[src/rtl/ctrl_sequencer_if.sv]
// Memory and I/O handshake bundle between the control sequencer (master) and the bus side (slave).
// mem_rd/mem_wr hold until mem_ready; inp_ack answers inp_valid in the same cycle;
// out_valid holds until out_ready, and the cycle with both high transfers the data.
interface ctrl_sequencer_if;
  logic mem_rd;
  logic mem_wr;
  logic addr_sel;
  logic mem_ready;
  logic inp_valid;
  logic inp_ack;
  logic out_valid;
  logic out_ready;

  modport master (
    output mem_rd, mem_wr, addr_sel, inp_ack, out_valid,
    input  mem_ready, inp_valid, out_ready
  );

  modport slave (
    input  mem_rd, mem_wr, addr_sel, inp_ack, out_valid,
    output mem_ready, inp_valid, out_ready
  );
endinterface

[src/rtl/ctrl_sequencer.sv]
// Registered FETCH/DECODE/EXEC control sequencer for the accumulator CPU, with
// memory/I/O handshakes, flag-based branches, wait timeout and illegal-opcode trap.
module ctrl_sequencer #(
  parameter int OP_W    = 4,
  parameter int TIMEOUT = 255
) (
  input  logic             clk,
  input  logic             rst,
  input  logic             run,
  input  logic [OP_W-1:0]  opcode,
  input  logic             flag_c,
  input  logic             flag_z,
  ctrl_sequencer_if.master bus,
  output logic             ir_load,
  output logic             pc_inc,
  output logic             pc_load,
  output logic             acc_load,
  output logic             imm_sel,
  output logic             alu_en,
  output logic             flags_load,
  output logic             busy,
  output logic             err_timeout,
  output logic             err_illegal,
  output logic [2:0]       state
);
  localparam int CNT_W = (TIMEOUT > 0) ? $clog2(TIMEOUT + 1) : 1;
  localparam logic [CNT_W-1:0] CNT_MAX = CNT_W'(TIMEOUT);

  typedef enum logic [2:0] {
    S_FETCH  = 3'd0,
    S_DECODE = 3'd1,
    S_EXEC   = 3'd2,
    S_MEM    = 3'd3,
    S_IO     = 3'd4
  } state_t;

  typedef enum logic [2:0] {
    C_MR, C_IMM, C_MW, C_INP, C_OUT, C_JMP, C_ALU, C_ILL
  } class_t;

  state_t           state_q, state_d;
  class_t           cls_q, cls_d;
  logic [3:0]       op_q, op_d;
  logic [CNT_W-1:0] cnt_q, cnt_d;
  logic             err_to_q, err_il_q;
  logic             set_to, set_il;
  logic             expire, io_done;
  logic             mem_rd, mem_wr, addr_sel, inp_ack, out_valid;

  function automatic class_t decode_class(input logic [OP_W-1:0] op);
    if (32'(op) >= 32'd16) return C_ILL;
    case (op[3:0])
      4'd0:                 return C_MR;
      4'd1:                 return C_IMM;
      4'd2:                 return C_MW;
      4'd3:                 return C_INP;
      4'd4:                 return C_OUT;
      4'd5, 4'd6, 4'd7:     return C_JMP;
      default:              return C_ALU;
    endcase
  endfunction

  // A TIMEOUT of zero leaves the counter running but never expiring.
  assign expire = (TIMEOUT != 0) && (cnt_q == CNT_MAX);

  always_ff @(posedge clk or posedge rst) begin
    if (rst) begin
      state_q  <= S_FETCH;
      cls_q    <= C_MR;
      op_q     <= 4'd0;
      cnt_q    <= '0;
      err_to_q <= 1'b0;
      err_il_q <= 1'b0;
    end else begin
      state_q <= state_d;
      cls_q   <= cls_d;
      op_q    <= op_d;
      cnt_q   <= cnt_d;
      if (set_to) err_to_q <= 1'b1;
      if (set_il) err_il_q <= 1'b1;
    end
  end

  always_comb begin
    state_d    = state_q;
    cls_d      = cls_q;
    op_d       = op_q;
    cnt_d      = cnt_q;
    set_to     = 1'b0;
    set_il     = 1'b0;
    io_done    = 1'b0;
    mem_rd     = 1'b0;
    mem_wr     = 1'b0;
    addr_sel   = 1'b0;
    inp_ack    = 1'b0;
    out_valid  = 1'b0;
    ir_load    = 1'b0;
    pc_inc     = 1'b0;
    pc_load    = 1'b0;
    acc_load   = 1'b0;
    imm_sel    = 1'b0;
    alu_en     = 1'b0;
    flags_load = 1'b0;
    // Strobes stay low for as long as reset is held, even though state reads FETCH.
    if (!rst) begin
      case (state_q)
        S_FETCH: begin
          if (run) begin
            mem_rd = 1'b1;
            if (bus.mem_ready) begin
              ir_load = 1'b1;
              pc_inc  = 1'b1;
              state_d = S_DECODE;
            end
          end
        end
        S_DECODE: begin
          cls_d   = decode_class(opcode);
          op_d    = opcode[3:0];
          state_d = S_EXEC;
        end
        S_EXEC: begin
          state_d = S_FETCH;
          cnt_d   = '0;
          case (cls_q)
            C_IMM: begin
              acc_load = 1'b1;
              imm_sel  = 1'b1;
            end
            C_ALU: begin
              alu_en     = 1'b1;
              acc_load   = 1'b1;
              flags_load = 1'b1;
              imm_sel    = (op_q == 4'd8);
            end
            C_JMP: pc_load = ((op_q == 4'd5) && flag_c) || ((op_q == 4'd6) && flag_z) ||
                             (op_q == 4'd7);
            C_MR, C_MW:   state_d = S_MEM;
            C_INP, C_OUT: state_d = S_IO;
            default:      set_il = 1'b1;
          endcase
        end
        S_MEM: begin
          addr_sel = 1'b1;
          mem_rd   = (cls_q == C_MR);
          mem_wr   = (cls_q == C_MW);
          if (bus.mem_ready) begin
            acc_load = (cls_q == C_MR);
            state_d  = S_FETCH;
          end else if (expire) begin
            set_to  = 1'b1;
            state_d = S_FETCH;
          end else begin
            cnt_d = cnt_q + CNT_W'(1);
          end
        end
        S_IO: begin
          if (cls_q == C_INP) begin
            io_done  = bus.inp_valid;
            inp_ack  = bus.inp_valid;
            acc_load = bus.inp_valid;
          end else begin
            out_valid = 1'b1;
            io_done   = bus.out_ready;
          end
          if (io_done) begin
            state_d = S_FETCH;
          end else if (expire) begin
            set_to  = 1'b1;
            state_d = S_FETCH;
          end else begin
            cnt_d = cnt_q + CNT_W'(1);
          end
        end
        default: state_d = S_FETCH;
      endcase
    end
  end

  assign bus.mem_rd    = mem_rd;
  assign bus.mem_wr    = mem_wr;
  assign bus.addr_sel  = addr_sel;
  assign bus.inp_ack   = inp_ack;
  assign bus.out_valid = out_valid;
  assign busy          = (state_q != S_FETCH);
  assign err_timeout   = err_to_q;
  assign err_illegal   = err_il_q;
  assign state         = state_q;
endmodule
[src/flat_wrapper.sv]
// flat-port wrapper written by rule: the top's interface ports become plain ports
module ctrl_sequencer_flat 
#(
  parameter int OP_W    = 4,
  parameter int TIMEOUT = 255
)
  (clk, rst, run, opcode, flag_c, flag_z, ir_load, pc_inc, pc_load, acc_load, imm_sel, alu_en, flags_load, busy, err_timeout, err_illegal, state, bus_mem_rd, bus_mem_wr, bus_addr_sel, bus_inp_ack, bus_out_valid, bus_mem_ready, bus_inp_valid, bus_out_ready);
  ctrl_sequencer_if bus_i ();
  input  logic clk;
  input  logic rst;
  input  logic run;
  input  logic [OP_W-1:0] opcode;
  input  logic flag_c;
  input  logic flag_z;
  output logic ir_load;
  output logic pc_inc;
  output logic pc_load;
  output logic acc_load;
  output logic imm_sel;
  output logic alu_en;
  output logic flags_load;
  output logic busy;
  output logic err_timeout;
  output logic err_illegal;
  output logic [2:0] state;
  output wire logic [$bits(bus_i.mem_rd)-1:0] bus_mem_rd;
  output wire logic [$bits(bus_i.mem_wr)-1:0] bus_mem_wr;
  output wire logic [$bits(bus_i.addr_sel)-1:0] bus_addr_sel;
  output wire logic [$bits(bus_i.inp_ack)-1:0] bus_inp_ack;
  output wire logic [$bits(bus_i.out_valid)-1:0] bus_out_valid;
  input wire logic [$bits(bus_i.mem_ready)-1:0] bus_mem_ready;
  input wire logic [$bits(bus_i.inp_valid)-1:0] bus_inp_valid;
  input wire logic [$bits(bus_i.out_ready)-1:0] bus_out_ready;
  assign bus_mem_rd = bus_i.mem_rd;
  assign bus_mem_wr = bus_i.mem_wr;
  assign bus_addr_sel = bus_i.addr_sel;
  assign bus_inp_ack = bus_i.inp_ack;
  assign bus_out_valid = bus_i.out_valid;
  assign bus_i.mem_ready = bus_mem_ready;
  assign bus_i.inp_valid = bus_inp_valid;
  assign bus_i.out_ready = bus_out_ready;
  ctrl_sequencer #(.OP_W(OP_W), .TIMEOUT(TIMEOUT)) u_core (.clk(clk), .rst(rst), .run(run), .opcode(opcode), .flag_c(flag_c), .flag_z(flag_z), .bus(bus_i), .ir_load(ir_load), .pc_inc(pc_inc), .pc_load(pc_load), .acc_load(acc_load), .imm_sel(imm_sel), .alu_en(alu_en), .flags_load(flags_load), .busy(busy), .err_timeout(err_timeout), .err_illegal(err_illegal), .state(state));
endmodule
[config.mk]
export PLATFORM = sky130hd
export DESIGN_NAME = ctrl_sequencer_flat
export DESIGN_NICKNAME = d
export VERILOG_FILES = /design/src/rtl/ctrl_sequencer_if.sv /design/src/rtl/ctrl_sequencer.sv /design/src/flat_wrapper.sv
export SDC_FILE = /design/constraint.sdc
export NUM_CORES = 1
export LEC_CHECK = 0
export BUFFER_PORTS_ARGS = -buffer_cell sky130_fd_sc_hd__buf_4
export CAP_MARGIN = 20
export CELL_PAD_IN_SITES_DETAIL_PLACEMENT = 1
export CELL_PAD_IN_SITES_GLOBAL_PLACEMENT = 1
export CORE_ASPECT_RATIO = 0.5
export CORE_MARGIN = 2
export CORE_UTILIZATION = 42
export DETAILED_ROUTE_END_ITERATION = 10
export GPL_ROUTABILITY_DRIVEN = 1
export MAX_ROUTING_LAYER = met4
export PLACE_DENSITY_LB_ADDON = 0.3
export SLEW_MARGIN = 30
export SYNTH_ARGS = -nofsm -noshare
export SYNTH_HDL_FRONTEND = slang
export SYNTH_SLANG_ARGS = --single-unit
[constraint.sdc]
create_clock -name clk -period 3.17 [get_ports clk]
set_input_delay 0.317 -clock clk [delete_from_list [all_inputs] [get_ports clk]]
set_output_delay 0.317 -clock clk [all_outputs]
set_load 0.05 [all_outputs]
==> qor_table.md, run 1 <==
| Group | Quantity | This run |
|:---|:---|:---|
| run status | Status | complete, no violations |
| clock network | Number of sinks driven by the clock tree | 20 |
| sta | Clock tree skew after final layout | 0.00314 ns |
| clock network | H-tree lvl count | 1 |
| floorplan | Number of top-level pins | 30 |
| final layout | Count of antenna diodes in the layout | 0 |
| final layout | Finished Cell Area | 0.00156 mm^2 |
| sta | Final hold viol count | 0 |
| sta | Worst-margin pin slew | 0.770 ns |
| clock network | TritonCTS clock tree | built |
| worst setup path | Worst endpoint data arrival time | 2.20 ns |
| worst setup path | Kind of start point of the critical path | flop |
| worst setup path | Endpoint class of the critical path | primary output |
| logic synthesis | Post-synthesis cell count | 143 |
| drt | Initial drt markers | 28 |
| worst setup path | Data required time of the worst path | 2.85 ns |
| placement | Post-DP HPWL | 2.56 mm |
| power | Leakage power | 0.696 nW |
| drt | Number of iterations in the first detailed-routing pass | 4 |
| worst setup path | Crit path largest cell delay | 0.63 ns |
| global route | Vias in the first global route | 1,178 |
| floorplan | Die Y-Extent | 43.1 um |
| final layout | Share of post-route cells with drive strength above 1 | 26.3% |
| power | Power density normalized to cell area | 747 mW/mm^2 |
| sta | Headroom to the max-slew limit | 48.3% |
| sta | Fin. max-slew vios | 0 |
| logic synthesis | Number of warning messages in the yosys log | 0 |
| placement | Standard cell area after detailed placement | 0.00152 mm^2 |
| floorplan | Total Die Area | 0.00355 mm^2 |
| sta | RSZ-0062 raised after global routing | false |
| global route | First-pass GRT wire length | 5.69 mm |
| logic synthesis | Predominant post-synthesis flop cell | sky130_fd_sc_hd__dfrtp_1 |
| placement | Number of port buffers | 29 |
| clock network | Clock latency on the worst-skew pair | 0.26 ns |
| floorplan | FP Rows | 14 |
| drt | Total wirelength of the detailed-routed design | 3.43 mm |
| sta | Setup total negative slack | 0 ns |
| final layout | Post-layout nets | 182 |
| global route | Pin count of the biggest net entering global routing | 20 |
| sta | Clock period minus final worst setup slack | 2.52 ns |
| logic synthesis | Avg Synthesized Cell Area | 8.99 um^2 |
| drt | Number of vias in the routed layout | 1,189 |
| clock network | Total of hold buffers inserted after clock tree synthesis | 0 |
| drt | Mean routed wirelength per cell | 16.6 um |
| clock network | Worst-case clock buffer depth | 2 |
| logic synthesis | Total nets after synthesis | 156 |
| flow run | Reported max-cap violation count | 0 |
| global route | Total global routing track utilization | 21.8% |
| global route | Global-route congestion overflow total | 0 |
| logic synthesis | Register area share after synthesis | 38.9% |
| logic synthesis | Flip-flop and latch count after synthesis | 20 |
| logic synthesis | Count of flip-flops with a built-in enable after synthesis | 0 |
| clock network | Cells resized by post-CTS repair | 0 |
| worst setup path | Critical path cell sequence | nand2b_1 -> nor3_1 -> and3_1 -> buf_4 |
| drt | Number of DRC violations after detailed routing | 0 |
| clock network | TritonCTS buffer count | 3 |
| floorplan | Initial standard-cell utilization of the core | 43.4% |
| sta | Total setup violations reported at the end of the flow | 0 |
| hold path | Worst min-delay path category | input port to asynchronous set/reset pin |
| logic synthesis | Area of the mapped netlist | 0.00129 mm^2 |
| clock network | Clock slew at reported path FFs | 0.07 ns |
| global route | Initial antenna violation count | 0 |
| sta | Post-route fraction of the period consumed by the critical path | 79.5% |
| logic synthesis | Share of flip-flops with an asynchronous set or reset | 100% |
| placement | Final weighted congestion in routability-driven placement | 0.766 |
| floorplan | Horizontal extent of the die | 82.3 um |
| worst setup path | Cell with the largest stage delay on the worst path | sky130_fd_sc_hd__nor3_1 |
| worst setup path | Classification of the worst setup path | flop to primary output |
| logic synthesis | Count of unique library cells instantiated by Yosys | 41 |
| power | Worst vdd rail ir drop | 0.356 mV |
| drt | DR vias/cell | 5.74 |
| floorplan | Core area | 0.00296 mm^2 |
| drt | Remaining antenna violation count | 0 |
| clock network | Post-CTS setup buffer count | 0 |
| worst setup path | Maximum fanout along the worst path | 14 |
| final layout | Area growth from synthesis to layout | 21.3% |
| clock network | Clock root buffer master | sky130_fd_sc_hd__clkbuf_8 |
| sta | Highest clock rate | 0.397 GHz |
-- cell usage in the layout, fill, tap and decap left out, drive strengths merged, types with 2 or more instances in the layout --
cell / instances
nand2b: 3
a22o: 2
nor2b: 3
inv: 3
or3: 3
o22a: 3
nand2: 9
a41o: 2
buf: 30
nand3: 5
a21oi: 13
nor4b: 3
clkbuf: 3
nor2: 16
nor4: 4
nor3: 6
o21ai: 8
o21bai: 2
and3: 4
a31oi: 2
a22oi: 2
dfrtp: 20
mux2: 6
-- per-stage QoR --
step           power [W]  util [%]  setup WS, ns  cells  hold slack [ns]
2_1_floorplan   0.000866         -         0.366    143            0.235
3_3_place_gp    0.000984      51.3          1.01    204            0.421
3_5_place_dp     0.00100      51.3         0.966    204            0.412
4_1_cts          0.00117      52.7         0.664    207            0.133
5_1_grt          0.00125      52.7         0.475    207            0.152
6_report         0.00117      52.7         0.648    207            0.136
-- metal layers --
| metal | part of all wire, % | GRT usage (%) | up-vias | wire length (um) |
|---|---|---|---|---|
| met1 | 45 | 27.4 | 590 | 1560 |
| li1 | - | - | 579 | - |
| met5 | 0 | - | - | 0 |
| met4 | 0.23 | 3.33 | 0 | 8 |
| met3 | 2.9 | 5.96 | 3 | 100 |
| met2 | 51 | 36.0 | 17 | 1770 |
-- cell usage after synthesis (4+ instances only) --
cell type                  n  area, um^2
sky130_fd_sc_hd__a21oi_1  13        65.1
sky130_fd_sc_hd__nor3_1    5        25.0
sky130_fd_sc_hd__and3_1    4        25.0
sky130_fd_sc_hd__mux2_2    6        67.6
sky130_fd_sc_hd__dfrtp_1  20         500
sky130_fd_sc_hd__nand3_1   5        25.0
sky130_fd_sc_hd__nor2_1   16        60.1
sky130_fd_sc_hd__nor4_1    4        25.0
sky130_fd_sc_hd__o21ai_0   7        35.0
sky130_fd_sc_hd__nand2_1   9        33.8
-- power by group --
part           total [W]  leakage (nW)  internal (W)  switching (W)
Clock           0.000168        0.0216     0.0000847      0.0000831
Sequential      0.000486         0.257      0.000334       0.000152
Combinational   0.000512         0.417      0.000207       0.000305
Total            0.00117         0.696      0.000626       0.000540
-- final cells by class --
class / count / area, um^2
Fill cell: 366 / 1400
Multi-Input combinational cell: 110 / 728
Sequential cell: 20 / 500
Timing Repair Buffer: 30 / 225
Tap cell: 40 / 50.0
Clock buffer: 3 / 41.3
Inverter: 4 / 15.0
-- sequential cells by signal (all words and copies together) (netlist names) --
| register | cells |
|---|---|
| u_core.cnt_q | 8 |
| u_core.op_q | 4 |
| u_core.cls_q | 3 |
| u_core.state | 3 |
| u_core.err_illegal | 1 |
| u_core.err_timeout | 1 |
-- worst paths after layout --
path                                      end  cells past startpoint                from  slack, ns
setup / recovery                   flags_load                      4     u_core.state[1]       0.65
hold / removal             u_core.err_timeout                      2                 rst       0.14
setup reg to reg              u_core.cnt_q[4]                      5     u_core.state[1]       1.00
hold reg to reg            u_core.err_timeout                      1  u_core.err_timeout       0.47
max in group asynchronous  u_core.err_illegal                      3                 rst       2.52
min in group clk               u_core.op_q[0]                      2           opcode[0]       0.30
-- logic make-up after synthesis --
kind of cell,count (synthesis),share of synthesized area (%)
AND/OR/NAND/NOR,62,26.8
AO/OA/AOI/OAI,40,22.4
flip-flops,20,38.9
buffers and inverters,13,4.96
multiplexers,6,5.25
XOR/XNOR,1,0.681
adder cells (fa/ha/maj),1,0.973
-- critical path, delay by kind of cell, from the launching register on --
kind                   cells  cell delay (ns)
flip-flops                 1             0.62
buffers and inverters      1             0.20
AND/OR/NAND/NOR            3             1.12
Power figures use the tool's default switching activity.
==> run 2, diff against run 1 <==
--- a/config.mk
+++ b/config.mk
@@ -5,13 +5,14 @@
 export SDC_FILE = /design/constraint.sdc
 export NUM_CORES = 1
 export LEC_CHECK = 0
+export ABC_AREA = 1
 export BUFFER_PORTS_ARGS = -buffer_cell sky130_fd_sc_hd__buf_4
 export CAP_MARGIN = 20
 export CELL_PAD_IN_SITES_DETAIL_PLACEMENT = 1
 export CELL_PAD_IN_SITES_GLOBAL_PLACEMENT = 1
 export CORE_ASPECT_RATIO = 0.5
 export CORE_MARGIN = 2
-export CORE_UTILIZATION = 42
+export CORE_UTILIZATION = 34
 export DETAILED_ROUTE_END_ITERATION = 10
 export GPL_ROUTABILITY_DRIVEN = 1
 export MAX_ROUTING_LAYER = met4
==> constraint.sdc (replaced) <==
create_clock -name clk -period 2.2 [get_ports clk]
set_input_delay 0.22 -clock clk [delete_from_list [all_inputs] [get_ports clk]]
set_output_delay 0.22 -clock clk [all_outputs]
set_load 0.05 [all_outputs]
==> run 2 against run 1 <==
Non-clock buffer count increased by 1. Sequential share of layout area shrank 3.8 points. Clock skew is 0.0016 ns higher. Design area grew 13%. Combinational power up 73%. Count of clock-buffer cells in the layout grew 1. Critical path type unchanged. Largest cell class unchanged. Largest power group unchanged. Highest routed layer unchanged.
==> qor_table.md, run 2 <==
| Group | Quantity | This run | Change |
|:---|:---|:---|:---|
| clock network | Number of sinks driven by the clock tree | 20 | unchanged |
| final layout | Fill cell instance count of the final layout | 537 | +47% |
| worst setup path | Worst setup path startpoint | u_core.state[0] |  |
| global route | Global-route congestion overflow total | 0 | unchanged |
| worst setup path | Worst endpoint data arrival time | 1.74 ns | -0.46 ns |
| floorplan | Total Die Area | 0.00465 mm^2 | +31% |
| sta | Total setup violations reported at the end of the flow | 0 | unchanged |
| drt | Number of DRC violations after detailed routing | 0 | unchanged |
| final layout | Most used cells in the layout excluding fill and tap cells | sky130_fd_sc_hd__nand2_1 (72), sky130_fd_sc_hd__buf_4 (31), sky130_fd_sc_hd__inv_1 (27) |  |
| sta | RSZ-0062 raised after global routing | false |  |
| logic synthesis | Count of flip-flops with a built-in enable after synthesis | 0 | unchanged |
| run status | Status | complete, no violations |  |
| power | Power density normalized to cell area | 997 mW/mm^2 | +33% |
| logic synthesis | Top post-synthesis cells by area | sky130_fd_sc_hd__dfrtp_1 (36%), sky130_fd_sc_hd__nand2_1 (19%), sky130_fd_sc_hd__inv_1 (7.3%) |  |
| global route | Initial antenna violation count | 0 | unchanged |
| logic synthesis | Avg Synthesized Cell Area | 6.60 um^2 | -27% |
| logic synthesis | Post-synthesis cell count | 211 | +48% |
| logic synthesis | Number of warning messages in the yosys log | 0 | unchanged |
| floorplan | Initial standard-cell utilization of the core | 35.5% | -8.0 points |
| global route | Total global routing track utilization | 19.4% | -2.4 points |
| sta | Setup total negative slack | 0 ns | unchanged |
| placement | Final weighted congestion in routability-driven placement | 0.789 | +3.0% |
| logic synthesis | Share of flip-flops with an asynchronous set or reset | 100% | unchanged |
| global route | Pin count of the biggest net entering global routing | 16 | -20% |
| floorplan | Horizontal extent of the die | 94.5 um | +15% |
| sta | Clock period minus final worst setup slack | 1.96 ns |  |
| clock network | Clock root buffer master | sky130_fd_sc_hd__clkbuf_8 |  |
| worst setup path | Data required time of the worst path | 1.98 ns | -0.87 ns |
| final layout | Area growth from synthesis to layout | 27.0% |  |
| logic synthesis | Flip-flop and latch count after synthesis | 20 | unchanged |
| floorplan | Die Y-Extent | 49.3 um | +14% |
| logic synthesis | Count of unique library cells instantiated by Yosys | 30 | -27% |
| sta | Post-route fraction of the period consumed by the critical path | 89.3% |  |
| logic synthesis | Commonest cells post-synth | sky130_fd_sc_hd__nand2_1 (72), sky130_fd_sc_hd__inv_1 (27), sky130_fd_sc_hd__nor2_1 (25) |  |
| final layout | Largest register FFs | 8 | unchanged |
| logic synthesis | Share of the synthesized area in the top cell type | 35.9% | -3.0 points |
| drt | Mean routed wirelength per cell | 13.1 um | -21% |
| final layout | Post-layout nets | 257 | +41% |
| clock network | Clock slew at reported path FFs | 0.08 ns | about the same |
| sta | Clock tree skew after final layout | 0.00477 ns | +0.00162 ns |
| floorplan | Number of top-level pins | 30 | unchanged |
| clock network | Worst-case clock buffer depth | 2 | unchanged |
| clock network | Clock latency on the worst-skew pair | 0.27 ns | about the same |
| clock network | TritonCTS clock tree | built |  |
| worst setup path | R2R Path Start | u_core.cnt_q[0] |  |
| sta | Headroom to the max-slew limit | 79.0% | +31 points |
| final layout | Registers with the most flip-flops | u_core.cnt_q: 8 flops, u_core.op_q: 4 flops |  |
| hold path | Worst min-delay path category | input port to asynchronous set/reset pin |  |
| worst setup path | Classification of the worst setup path | flop to primary output |  |
| sta | Worst-margin pin slew | 0.315 ns | -0.455 ns |
| worst setup path | Maximum fanout along the worst path | 6 | -8 |
| global route | First-pass GRT wire length | 6.66 mm | +17% |
| placement | Number of port buffers | 29 | unchanged |
| sta | Fin. max-slew vios | 0 | unchanged |
| final layout | Most frequent standard cell in the layout excluding fill and tap cells | sky130_fd_sc_hd__nand2_1 |  |
| global route | Vias in the first global route | 1,418 | +20% |
| clock network | Cells resized by post-CTS repair | 0 | unchanged |
| final layout | Share of post-route cells with drive strength above 1 | 22.6% | -3.7 points |
| logic synthesis | Post-synth top area cell | sky130_fd_sc_hd__dfrtp_1 |  |
| drt | Initial drt markers | 33 | +18% |
| drt | Number of iterations in the first detailed-routing pass | 4 | unchanged |
| logic synthesis | Total nets after synthesis | 224 | +44% |
| sta | Final hold viol count | 0 | unchanged |
| clock network | TritonCTS buffer count | 3 | unchanged |
| floorplan | FP Rows | 16 | +2 |
| placement | Post-DP HPWL | 3.09 mm | +21% |
| flow run | Reported max-cap violation count | 0 | unchanged |
| final layout | Largest register by flop count | u_core.cnt_q |  |
| logic synthesis | Area of the mapped netlist | 0.00139 mm^2 | +8.3% |
| drt | DR vias/cell | 4.74 | -17% |
| drt | Remaining antenna violation count | 0 | unchanged |
| power | Worst vdd rail ir drop | 0.430 mV | +21% |
| power | Leakage power | 0.943 nW | +36% |
| drt | Total wirelength of the detailed-routed design | 3.89 mm | +13% |
| worst setup path | Endpoint class of the critical path | primary output |  |
| clock network | Post-CTS setup buffer count | 0 | unchanged |
| clock network | Total of hold buffers inserted after clock tree synthesis | 0 | unchanged |
| power | PnR Total Power | 0.00176 W | +51% |
| final layout | Count of antenna diodes in the layout | 0 | unchanged |
| floorplan | Core area | 0.00392 mm^2 | +33% |
| drt | Number of vias in the routed layout | 1,409 | +19% |
| logic synthesis | Count leader, synth | sky130_fd_sc_hd__nand2_1 |  |
| sta | Highest clock rate | 0.509 GHz |  |
| clock network | H-tree lvl count | 1 | unchanged |
| logic synthesis | Register area share after synthesis | 35.9% | -3.0 points |
| logic synthesis | Predominant post-synthesis flop cell | sky130_fd_sc_hd__dfrtp_1 |  |
| worst setup path | Kind of start point of the critical path | flop |  |
## run 2: changes by cell type in the layout (fill, tap and decap cells not counted), moves of 4 or more
cell and change:
sky130_fd_sc_hd__and3_1 -4, sky130_fd_sc_hd__nand2_1 +63, sky130_fd_sc_hd__nand3_1 +15, sky130_fd_sc_hd__nor2_1 +8, sky130_fd_sc_hd__inv_1 +24, sky130_fd_sc_hd__mux2_2 -6, sky130_fd_sc_hd__nor3_1 -5, sky130_fd_sc_hd__a21oi_1 -10
sky130_fd_sc_hd__nand4_1 +5
## run 2: cell type report
class | instances | area (um^2) | share of cell area, %
multi-input combinational | 156 | 792 | 44.8
clock buffer | 4 | 55.1 | 3.11
timing repair buffer | 31 | 233 | 13.2
sequential | 20 | 500 | 28.3
inverter | 32 | 121 | 6.86
tap | 54 | 67.6 | 3.82
## run 2: per-layer routing
metal,GRT usage (%),routed length (um),vias to the layer above
met2,30.8,1870,20
li1,-,-,724
met4,7.73,107,0
met3,4.95,122,11
met5,-,0,-
met1,23.8,1790,654
## run 2: report_power, final
group	switching, W	total [W]	internal (W)
combinational	0.000634	0.000886	0.000252
clock	0.000136	0.000296	0.000160
sequential	0.000121	0.000582	0.000460
## run 2: cells by family (layout without fill, tap and decap cells)
kind of cell,Yosys count,in the layout,share of synthesized area [%]
flops,20,20,35.9
xor+xnor,2,2,1.26
fa+ha+maj,1,1,0.898
buf+inv,35,67,10.2
compound gates,15,15,6.29
simple gates,138,138,45.5
## run 2: final timing paths
path | endpoint | slack (ns) | cells past startpoint
worst max register to register | u_core.cnt_q[5] | 0.61 | 9
worst min register to register | u_core.err_timeout | 0.48 | 2
max in group asynchronous | u_core.state[1] | 1.95 | 3
min in group clk | u_core.cls_q[0] | 0.16 | 2
worst min-delay path | u_core.op_q[1] | 0.05 | 3
worst max-delay path | acc_load | 0.24 | 8
## run 2: per-stage QoR
step	worst slack, ns	hold WS (ns)	std cells	utilization, %	instance area [um^2]
floorplan	-0.116	0.137	211	-	1430
global placement	0.575	0.340	293	43.7	1710
detailed placement	0.519	0.351	293	43.7	1710
CTS	0.216	0.0555	297	45.1	1770
global route	0.0559	0.0681	297	45.1	1770
finish	0.236	0.0508	297	45.1	1770
## run 2: critical path: stages (launching register included)
cell and delay, ns:
sky130_fd_sc_hd__dfrtp_1 0.44, sky130_fd_sc_hd__inv_1 0.16, sky130_fd_sc_hd__nand3_1 0.27, sky130_fd_sc_hd__inv_1 0.18, sky130_fd_sc_hd__nand2_1 0.07, sky130_fd_sc_hd__nand3_1 0.07, sky130_fd_sc_hd__nand2_1 0.05, sky130_fd_sc_hd__inv_1 0.05
sky130_fd_sc_hd__buf_4 0.18
